==> config.mk <==
export PLATFORM = sky130hd
export DESIGN_NAME = pc_fetch_ctrl_flat
export DESIGN_NICKNAME = d
export VERILOG_FILES = /design/src/rtl/pc_fetch_ctrl_pkg.sv /design/src/rtl/pc_fetch_ctrl_if.sv /design/src/rtl/pc_fetch_ctrl_sat_counter.sv /design/src/rtl/pc_fetch_ctrl.sv /design/src/flat_wrapper.sv
export SDC_FILE = /design/constraint.sdc
export NUM_CORES = 1
export LEC_CHECK = 0
export ABC_AREA = 1
export ABC_CLOCK_PERIOD_IN_PS = 1700
export CORE_MARGIN = 1
export CORE_UTILIZATION = 57
export DETAILED_ROUTE_END_ITERATION = 8
export DONT_BUFFER_PORTS = 1
export MAX_ROUTING_LAYER = met4
export PLACE_DENSITY = 0.72
export SETUP_SLACK_MARGIN = 0.5
export SYNTH_ARGS = -nofsm -noshare
export SYNTH_HDL_FRONTEND = slang
export SYNTH_SLANG_ARGS = --single-unit
==> constraint.sdc <==
create_clock -name i_clk -period 1.7 [get_ports i_clk]
set_input_delay 0.17 -clock i_clk [delete_from_list [all_inputs] [get_ports i_clk]]
set_output_delay 0.17 -clock i_clk [all_outputs]
set_load 0.01 [all_outputs]
==> src/rtl/pc_fetch_ctrl_pkg.sv <==
// Shared fetch-control definitions: state encodings
// and default reset PC, also used by the debug unit.
package pc_fetch_ctrl_pkg;

  typedef enum logic [1:0] {
    ST_IDLE   = 2'd0,
    ST_RUN    = 2'd1,
    ST_STEP   = 2'd2,
    ST_HALTED = 2'd3
  } state_e;

  localparam logic [31:0] RESET_PC_DFLT = 32'h0000_0000;

  function automatic logic is_misaligned(
    input logic [1:0] lsb
  );
    return |lsb;
  endfunction

endpackage

==> src/rtl/pc_fetch_ctrl_if.sv <==
// Fetch-control bus: next-PC, debug commands, hazards in;
// PC, enable, state, sticky flags and cycle count out.
interface pc_fetch_ctrl_if #(
  parameter int NBITS    = 32,
  parameter int CNT_BITS = 32
);
  logic [NBITS-1:0]    i_NextPC;
  logic                i_Run;
  logic                i_Step;
  logic                i_Restart;
  logic                i_Stall;
  logic                i_Halt;
  logic [NBITS-1:0]    o_PC;
  logic                o_PCEnable;
  logic [1:0]          o_State;
  logic                o_Halted;
  logic                o_Misaligned;
  logic [CNT_BITS-1:0] o_CycleCount;

  modport master (
    output i_NextPC, i_Run, i_Step,
    output i_Restart, i_Stall, i_Halt,
    input  o_PC, o_PCEnable, o_State,
    input  o_Halted, o_Misaligned,
    input  o_CycleCount
  );

  modport slave (
    input  i_NextPC, i_Run, i_Step,
    input  i_Restart, i_Stall, i_Halt,
    output o_PC, o_PCEnable, o_State,
    output o_Halted, o_Misaligned,
    output o_CycleCount
  );
endinterface

==> src/rtl/pc_fetch_ctrl_sat_counter.sv <==
// Saturating up-counter with synchronous clear.
// Ports: i_clk, i_reset_n, i_inc, i_clr -> count.
module sat_counter #(
  parameter int CNT_BITS = 32
) (
  input  logic                i_clk,
  input  logic                i_reset_n,
  input  logic                i_inc,
  input  logic                i_clr,
  output logic [CNT_BITS-1:0] count
);

  logic [CNT_BITS-1:0] count_q;
  logic [CNT_BITS-1:0] count_d;

  always_comb begin
    count_d = count_q;
    if (i_clr)
      count_d = '0;
    else if (i_inc && !(&count_q))
      count_d = count_q + CNT_BITS'(1);
  end

  always_ff @(posedge i_clk or negedge i_reset_n) begin
    if (!i_reset_n) count_q <= '0;
    else            count_q <= count_d;
  end

  assign count = count_q;

endmodule

==> src/rtl/pc_fetch_ctrl.sv <==
// PC register and run/step/halt commit control.
// Ports: i_clk, i_reset_n, bus (slave side of fetch bus).
module pc_fetch_ctrl
  import pc_fetch_ctrl_pkg::*;
#(
  parameter int               NBITS    = 32,
  parameter logic [NBITS-1:0] RESET_PC =
    NBITS'(RESET_PC_DFLT),
  parameter int               CNT_BITS = 32
) (
  input  logic        i_clk,
  input  logic        i_reset_n,
  pc_fetch_ctrl_if.slave bus
);

  state_e           state_q, state_d;
  logic [NBITS-1:0] pc_q, pc_d;
  logic             mis_q, mis_d;
  logic             pc_en;
  logic             cnt_inc;
  logic             cnt_clr;

  always_comb begin
    state_d = state_q;
    pc_d    = pc_q;
    mis_d   = mis_q;
    pc_en   = 1'b0;
    cnt_inc = 1'b0;
    cnt_clr = 1'b0;
    unique case (state_q)
      ST_IDLE: begin
        if (bus.i_Run)       state_d = ST_RUN;
        else if (bus.i_Step) state_d = ST_STEP;
      end
      ST_RUN: begin
        pc_en   = ~bus.i_Stall & ~bus.i_Halt;
        cnt_inc = 1'b1;
        if (bus.i_Halt) state_d = ST_HALTED;
      end
      ST_STEP: begin
        pc_en   = ~bus.i_Stall & ~bus.i_Halt;
        cnt_inc = 1'b1;
        if (bus.i_Halt) state_d = ST_HALTED;
        else if (pc_en) state_d = ST_IDLE;
      end
      ST_HALTED: begin
        if (bus.i_Restart) begin
          state_d = ST_IDLE;
          pc_d    = RESET_PC;
          mis_d   = 1'b0;
          cnt_clr = 1'b1;
        end
      end
      default: state_d = ST_IDLE;
    endcase
    if (pc_en) begin
      pc_d = {bus.i_NextPC[NBITS-1:2], 2'b00};
      if (is_misaligned(bus.i_NextPC[1:0]))
        mis_d = 1'b1;
    end
  end

  always_ff @(posedge i_clk or negedge i_reset_n) begin
    if (!i_reset_n) begin
      state_q <= ST_IDLE;
      pc_q    <= RESET_PC;
      mis_q   <= 1'b0;
    end else begin
      state_q <= state_d;
      pc_q    <= pc_d;
      mis_q   <= mis_d;
    end
  end

  sat_counter #(
    .CNT_BITS(CNT_BITS)
  ) u_cnt (
    .i_clk    (i_clk),
    .i_reset_n(i_reset_n),
    .i_inc    (cnt_inc),
    .i_clr    (cnt_clr),
    .count    (bus.o_CycleCount)
  );

  assign bus.o_PC         = pc_q;
  assign bus.o_PCEnable   = pc_en;
  assign bus.o_State      = state_q;
  assign bus.o_Halted     = (state_q == ST_HALTED);
  assign bus.o_Misaligned = mis_q;

endmodule
==> src/flat_wrapper.sv <==
// flat-port wrapper written by rule: the top's interface ports become plain ports
module pc_fetch_ctrl_flat import pc_fetch_ctrl_pkg::*;
#(
  parameter int               NBITS    = 32,
  parameter logic [NBITS-1:0] RESET_PC =
    NBITS'(RESET_PC_DFLT),
  parameter int               CNT_BITS = 32
)
  (i_clk, i_reset_n, bus_i_NextPC, bus_i_Run, bus_i_Step, bus_i_Restart, bus_i_Stall, bus_i_Halt, bus_o_PC, bus_o_PCEnable, bus_o_State, bus_o_Halted, bus_o_Misaligned, bus_o_CycleCount);
  pc_fetch_ctrl_if #(.NBITS(NBITS), .CNT_BITS(CNT_BITS)) bus_i ();
  input  logic i_clk;
  input  logic i_reset_n;
  input wire logic [$bits(bus_i.i_NextPC)-1:0] bus_i_NextPC;
  input wire logic [$bits(bus_i.i_Run)-1:0] bus_i_Run;
  input wire logic [$bits(bus_i.i_Step)-1:0] bus_i_Step;
  input wire logic [$bits(bus_i.i_Restart)-1:0] bus_i_Restart;
  input wire logic [$bits(bus_i.i_Stall)-1:0] bus_i_Stall;
  input wire logic [$bits(bus_i.i_Halt)-1:0] bus_i_Halt;
  output wire logic [$bits(bus_i.o_PC)-1:0] bus_o_PC;
  output wire logic [$bits(bus_i.o_PCEnable)-1:0] bus_o_PCEnable;
  output wire logic [$bits(bus_i.o_State)-1:0] bus_o_State;
  output wire logic [$bits(bus_i.o_Halted)-1:0] bus_o_Halted;
  output wire logic [$bits(bus_i.o_Misaligned)-1:0] bus_o_Misaligned;
  output wire logic [$bits(bus_i.o_CycleCount)-1:0] bus_o_CycleCount;
  assign bus_i.i_NextPC = bus_i_NextPC;
  assign bus_i.i_Run = bus_i_Run;
  assign bus_i.i_Step = bus_i_Step;
  assign bus_i.i_Restart = bus_i_Restart;
  assign bus_i.i_Stall = bus_i_Stall;
  assign bus_i.i_Halt = bus_i_Halt;
  assign bus_o_PC = bus_i.o_PC;
  assign bus_o_PCEnable = bus_i.o_PCEnable;
  assign bus_o_State = bus_i.o_State;
  assign bus_o_Halted = bus_i.o_Halted;
  assign bus_o_Misaligned = bus_i.o_Misaligned;
  assign bus_o_CycleCount = bus_i.o_CycleCount;
  pc_fetch_ctrl #(.NBITS(NBITS), .RESET_PC(RESET_PC), .CNT_BITS(CNT_BITS)) u_core (.i_clk(i_clk), .i_reset_n(i_reset_n), .bus(bus_i));
endmodule
==> flow_metrics.py <==
metrics = {
    "hold_path": {
        "hold_path_class": "input port to async pin",
    },
    "pwr": {
        "power_density_nw_per_um2": 1550,
        "total_power_uw": 8080,
        "swShare": 0.406,
        "ir_drop_mv": 1.07,
        "p_comb_frac": 0.509,
        "clockPowerShare": 0.183,
        "power_switching_uw": 3280,
        "total_leakage_power_uw": 0.00261,
        "p_int_uw": 4800,
        "seqPwrFrac": 0.308,
    },
    "clock_network": {
        "cts.htree.levels": 3,
        "clkTransAtPathRegs_ns": 0.08,
        "clockBufferDepth": 2,
        "cts_tree": "done",
        "root_buffer": "clkbuf_8",
        "postCtsHoldBufs": 32,
        "clock_latency_ns": 0.34,
        "cts.sinks": 65,
        "numCtsBuffers": 9,
    },
    "worst_setup_path": {
        "setup.worst_path.class": "flip-flop to flip-flop",
        "crit_arrival_ns": 2.06,
        "crit_chain": "nand2_1 -> nor2_1 -> nand2_1 -> nor2_2 -> a21oi_4 -> nor2_4 -> buf_6 -> clkbuf_16 -> nand2_1 -> nand2_1",
        "crit_path_top_delay_cell": "dfrtp_1",
        "crit_top_cell": "nand2_1",
        "worst-path-max-fanout": 6,
        "crit_required_ns": 1.98,
        "rr_startpoint": "u_core.u_cnt.count[25]",
        "r2r_cells": 10,
        "reg2reg_to": "u_core.u_cnt.count[19]",
        "critical_path.startpoint_type": "flip-flop",
        "endpoint_kind": "flip-flop",
        "critPathTopFamily": "simple AND/OR/NAND/NOR gates",
        "critPathBufInv": 2,
        "max_stage_delay_ns": 0.41,
        "rrSetupSlack_ns": -0.07,
    },
    "global_routing": {
        "antenna_found_initial": 0,
        "top_usage_layer": "met2",
        "grt_pass1_vias": 3609,
        "grt_use_total": 0.362,
        "grt_util_met1": 0.392,
        "grt_pass1_wl_um": 17200,
        "gr-usage-met2": 0.607,
        "grt_max_degree": 66,
        "grt_remaining_overflow": 0,
        "grt_util_met3": 0.103,
    },
    "synthesis": {
        "synth_top_area_share": 0.450,
        "ys_warn_count": 0,
        "avgSynthCellArea_um2": 7.37,
        "async_flop_share": 1.00,
        "synth_top_cell_by_area": "dfrtp_1",
        "yosysMostFrequentCell": "nand2_1",
        "synthCells": 491,
        "synth_area_leaders": "dfrtp_1, nand2_1, nand3_1, nor2_1, inv_1",
        "synth-edff-count": 0,
        "synth_area_um2": 3620,
        "ys_seq_area_frac": 0.450,
        "synthTopCellsByCount": "nand2_1, dfrtp_1, nor2_1, nand3_1, inv_1",
        "ys.flop_type": "dfrtp_1",
        "ys_types": 27,
        "yosys_register_bits": 65,
    },
    "die": {
        "die_w_um": 81.7,
        "io_pins": 108,
        "die_h_um": 81.7,
        "start_util": 0.600,
        "dieArea_um2": 6670,
        "core.rowCount": 28,
        "fp.coreArea_um2": 6030,
    },
    "timing": {
        "grt_setup_unrepaired": "true",
        "finalSetupTns_ns": -1.23,
        "max_freq_mhz": 564,
        "hold_ws_ns": -0.489,
        "setup_viol": 30,
        "worst_slack_ns": -0.0724,
        "hold_violations": 65,
        "finalMaxSlewViolations": 0,
        "finalCriticalPeriod_ns": 1.77,
        "clock_skew_ns": 0.00641,
        "min_period_over_period": 1.04,
    },
    "drt": {
        "drt_wl_total_um": 11800,
        "viasPerCell": 5.74,
        "wl_per_cell_um": 17.6,
        "drtIter0Drc": 364,
        "ant_nets": 0,
        "drtPass1Iterations": 5,
        "drc": 0,
        "vias": 3848,
    },
    "cells_and_area": {
        "nets": 634,
        "areaGrowthSynthToFinish_pct": 43.8,
        "fin_cells": 670,
        "fill_cells": 306,
        "drive_above_1_share": 0.277,
        "diodes": 0,
    },
    "outcome": {
        "violations": "hold timing, setup timing",
        "status": "finished with violations",
    },
    "placed_design": {
        "dpl.cell_count": 595,
        "place_hpwl_um": 6450,
        "place.gp.congestion": 0.946,
        "numPortBuffers": 0,
    },
    "flow_run": {
        "cap_violations": 0,
    },
}
[per-layer routing]
layer / vias to the layer above / wire (µm)
met1: 1815 / 4390
met3: 61 / 1080
met5: - / 0
met2: 249 / 5860
met4: 0 / 488
li1: 1723 / -
[sequential cells by signal, summed over array words and instances, names as in the netlist]
signal	count
u_core.bus.o_Misaligned	1
u_core.u_cnt.count	32
u_core.bus.o_State	2
u_core.bus.o_PC	30
[power by group through the flow]
| stage | registers [µW] | clock network [µW] | logic [µW] |
|---|---|---|---|
| 2_1_floorplan | 2470 | 0 | 1670 |
| 3_3_place_gp | 2460 | 0 | 2230 |
| 3_5_place_dp | 2460 | 0 | 2320 |
| 4_1_cts | 2460 | 1470 | 3620 |
| 5_1_grt | 2550 | 1550 | 4350 |
| 6_report | 2490 | 1480 | 4120 |
[worst max-delay path by stage]
stage | startpoint | to | slack [ns] | cells after the start
2_1_floorplan | u_core.u_cnt.count[0] | u_core.u_cnt.count[2] | 0.03 | 11
3_3_place_gp | u_core.u_cnt.count[1] | u_core.u_cnt.count[12] | -0.03 | 10
3_5_place_dp | u_core.u_cnt.count[1] | u_core.u_cnt.count[12] | -0.07 | 10
4_1_cts | u_core.bus.o_State[0] | bus_o_PCEnable | -0.08 | 5
5_1_grt | u_core.u_cnt.count[16] | u_core.u_cnt.count[7] | -0.17 | 10
6_report | u_core.u_cnt.count[25] | u_core.u_cnt.count[19] | -0.07 | 10
[placed cells by master (no fill, tap or decap), types with 4 or more instances in the layout]
| cell | count |
|---|---|
| nor2_1 | 46 |
| buf_6 | 11 |
| buf_4 | 49 |
| dlygate4sd3_1 | 32 |
| nand2_4 | 10 |
| nor2_2 | 7 |
| nand3_1 | 41 |
| xnor2_1 | 8 |
| nand3b_1 | 6 |
| dfrtp_2 | 6 |
| nand2_2 | 26 |
| o21ai_1 | 6 |
| buf_12 | 4 |
| xor2_1 | 10 |
| nor2_4 | 9 |
| nand3_2 | 5 |
| inv_1 | 24 |
| dfrtp_1 | 59 |
| clkbuf_8 | 9 |
| nand2_1 | 189 |
[repair_timing]
action | CTS | global route
setup endpoints to repair | 67 | 67
gates resized for setup | 47 | 40
buffers inserted | 18 | 3
pin swaps | 15 | 15
hold endpoints to repair | 96 | 65
gates cloned | 5 | 1
[stage by stage]
stage                util  hold WS, ns  worst slack, ns  area, µm²
floorplan               -       -0.126           0.0265       3700
global placement    0.666       -0.124          -0.0313       4020
detailed placement  0.666       -0.124          -0.0720       4020
CTS                 0.832       -0.493          -0.0807       5020
global route        0.864       -0.503           -0.168       5200
finish              0.864       -0.489          -0.0724       5200
[kinds of logic (layout without fill, tap and decap cells)]
logic type               after synthesis  in the layout  synth area share
other                                  1              2           0.00104
adder cells (fa/ha/maj)                5              5            0.0173
AO/OA/AOI/OAI                         13             13            0.0221
XOR/XNOR                              18             18            0.0436
AND/OR/NAND/NOR                      346            346             0.414
flip-flops                            65             65             0.450
buffers and inverters                 43            146            0.0529
[layout make-up]
class / instances / area, µm² / share of cell area
clock buffers: 10 / 128 / 0.0245
clock inverters: 6 / 92.6 / 0.0178
inverters: 28 / 113 / 0.0216
multi-input cells: 384 / 2080 / 0.400
flip-flops and latches: 65 / 1630 / 0.314
well taps: 75 / 93.8 / 0.0180
repair buffers: 102 / 1060 / 0.204
No activity file was read; power rests on OpenSTA's default activity.
==> RTL edit (same flow settings) <==
`NBITS` is set to 32 in 3 places; all go to 48.
--- a/src/rtl/pc_fetch_ctrl_if.sv
+++ b/src/rtl/pc_fetch_ctrl_if.sv
@@ -2,5 +2,5 @@
 // PC, enable, state, sticky flags and cycle count out.
 interface pc_fetch_ctrl_if #(
-  parameter int NBITS    = 32,
+  parameter int NBITS    = 48,
   parameter int CNT_BITS = 32
 );
--- a/src/rtl/pc_fetch_ctrl.sv
+++ b/src/rtl/pc_fetch_ctrl.sv
@@ -4,5 +4,5 @@
   import pc_fetch_ctrl_pkg::*;
 #(
-  parameter int               NBITS    = 32,
+  parameter int               NBITS    = 48,
   parameter logic [NBITS-1:0] RESET_PC =
     NBITS'(RESET_PC_DFLT),
--- a/src/flat_wrapper.sv
+++ b/src/flat_wrapper.sv
@@ -2,5 +2,5 @@
 module pc_fetch_ctrl_flat import pc_fetch_ctrl_pkg::*;
 #(
-  parameter int               NBITS    = 32,
+  parameter int               NBITS    = 48,
   parameter logic [NBITS-1:0] RESET_PC =
     NBITS'(RESET_PC_DFLT),
Ports: changed (resized bus_i_NextPC and bus_o_PC); port bits go from 108 to 140. No check against the original RTL was run, so the function may have changed too.
==> RTL edit against the original RTL <==
- the run still ends with hold timing, setup timing left
- area after synthesis increased by 19%
- sequential cell count increased by 16
- worst setup slack got worse by 52 ps
- routed wire length increased by 32%
- total power increased by 22%
- clock power decreased by 3%
- synthesized cell count increased by 15%
- final area increased by 21%
- fmax decreased by 2.9%
- largest cell class unchanged
- largest power group unchanged
==> RTL edit: results (changes against the original RTL) <==
outcome complete, but fails checks; failing checks hold timing, setup timing; hold_ws -502 ps (-13.4 ps); routed len/inst 19.5 µm (+11%); clk_skew 14.3 ps (+7.90 ps); pre-CTS WS -19.5 ps (+52.5 ps); final hold vios 81 (+25%); dpl cell area 4810 µm² (+20%); worst-path fanout max 6 (unchanged); layout cell share with drive strength beyond 1 33.7% (+6.0 points); Peak supply drop 1.10 mV (+2.7%); first-pass GRT wire length 21000 µm (+22%); setup TNS -2100 ps (-874 ps); Clk Latency, worst-skew pair 350 ps; Max Buffers Root-to-Sink 2 (unchanged); CP peak stage delay 450 ps (+40 ps); mux cell area share after synthesis 0% (unchanged); cell total after placement 697 (+17%); ranking of synthesized cells by area dfrtp_1 47%, nand2_1 21%, nand3_1 7.4%, nor2_1 4.4%, xor2_1 2.6%; CP max stage cell dfrtp_2; Largest register FFs 46 (+44%); wirelength, routed 15600 µm (+32%); Least-Margin Pin Slew 513 ps; reg2reg start u_core.u_cnt.count[0]; post-synth cell types 31 (+15%); Final setup violation count 52 (+73%); initial antenna violation count 0 (unchanged); commonest cells in the netlist 238 x nand2_1, 81 x dfrtp_1, 64 x nand3_1; leakage 3.11 nW (+19%); DRT iter0 DRCs 410 (+13%); Synth Area in Compound Gates 2.09% (-0.12 points); top-count cell post-synth nand2_1; total number of vias 4722 (+23%); Top delay family on crit path simple AND/OR/NAND/NOR gates; DP HPWL 7920 µm (+23%); Post-Synth XOR/XNOR Area 3.86% (-0.50 points); Overall Global Routing Usage 36.1% (-0.040 points); # port buffers 0 (unchanged); vias in the first global route 4429 (+23%); gp weighted congestion 0.903 (-4.6%); Worst EP arrival 2120 ps (+60 ps); sequential element share of the synthesized area 47.0% (+2.1 points); # H-tree levels 3 (unchanged); Post-Synth Adder-Cell Area 1.45% (-0.28 points); worst setup margin -125 ps (-52.1 ps); CTS Hold Bufs 48 (+50%); largest net degree at the start of global routing 82 (+24%); DR pass1 iterations 8 (+3); Nets 753 (+19%); average size of a mapped cell 7.63 µm² (+3.5%)
==> RTL edit: changes by cell type in the layout (fill, tap and decap cells not counted), moves of 6 or more <==
cell / delta
nand3_2: +22
dlygate4sd3_1: +16
buf_4: +15
dfrtp_1: +14
nand2_1: +12
nand2_2: +9
nor2_2: +9
nand3_1: -8
nor2_1: -8
nand2_4: +6
==> RTL edit: layout make-up <==
| cell class | count | area (µm²) |
|---|---|---|
| multi-input combinational | 435 | 2520 |
| sequential | 81 | 2040 |
| timing repair buffer | 135 | 1320 |
| fill | 368 | 972 |
| clock buffer | 9 | 124 |
| tap | 99 | 124 |
| inverter | 31 | 121 |
| clock inverter | 6 | 67.6 |
==> RTL edit: final timing paths <==
path / to / slack [ps] / cells after the start
min reg2reg: u_core.bus.o_Misaligned / 560 / 2
min in group i_clk: u_core.bus.o_State[0] / 40 / 2
max: u_core.u_cnt.count[12] / -120 / 12
max reg2reg: u_core.u_cnt.count[12] / -120 / 12
max in group asynchronous: u_core.bus.o_PC[40] / 2070 / 0
min: u_core.u_cnt.count[2] / -500 / 0
==> RTL edit: per-layer routing <==
layer  GRT usage (%)  up-vias  routed length [µm]
li1                -     2023                   -
met1            39.7     2253                5380
met2            60.4      355                7950
met3            8.59       91                1540
met4            20.6        0                 688
met5               -        -                   0
==> RTL edit: timing repair <==
item	in CTS	in global routing
gates cloned	2	3
setup endpoints to repair	86	88
pin swaps	32	20
resized for setup	45	82
setup buffers	23	8
hold endpoints to repair	128	81
==> RTL edit: power breakdown <==
part / internal, W / total [W] / switching [W]
logic: 0.00219 / 0.00492 / 0.00273
registers: 0.00261 / 0.00353 / 0.000922
clock network: 0.000679 / 0.00144 / 0.000756
total: 0.00547 / 0.00988 / 0.00441
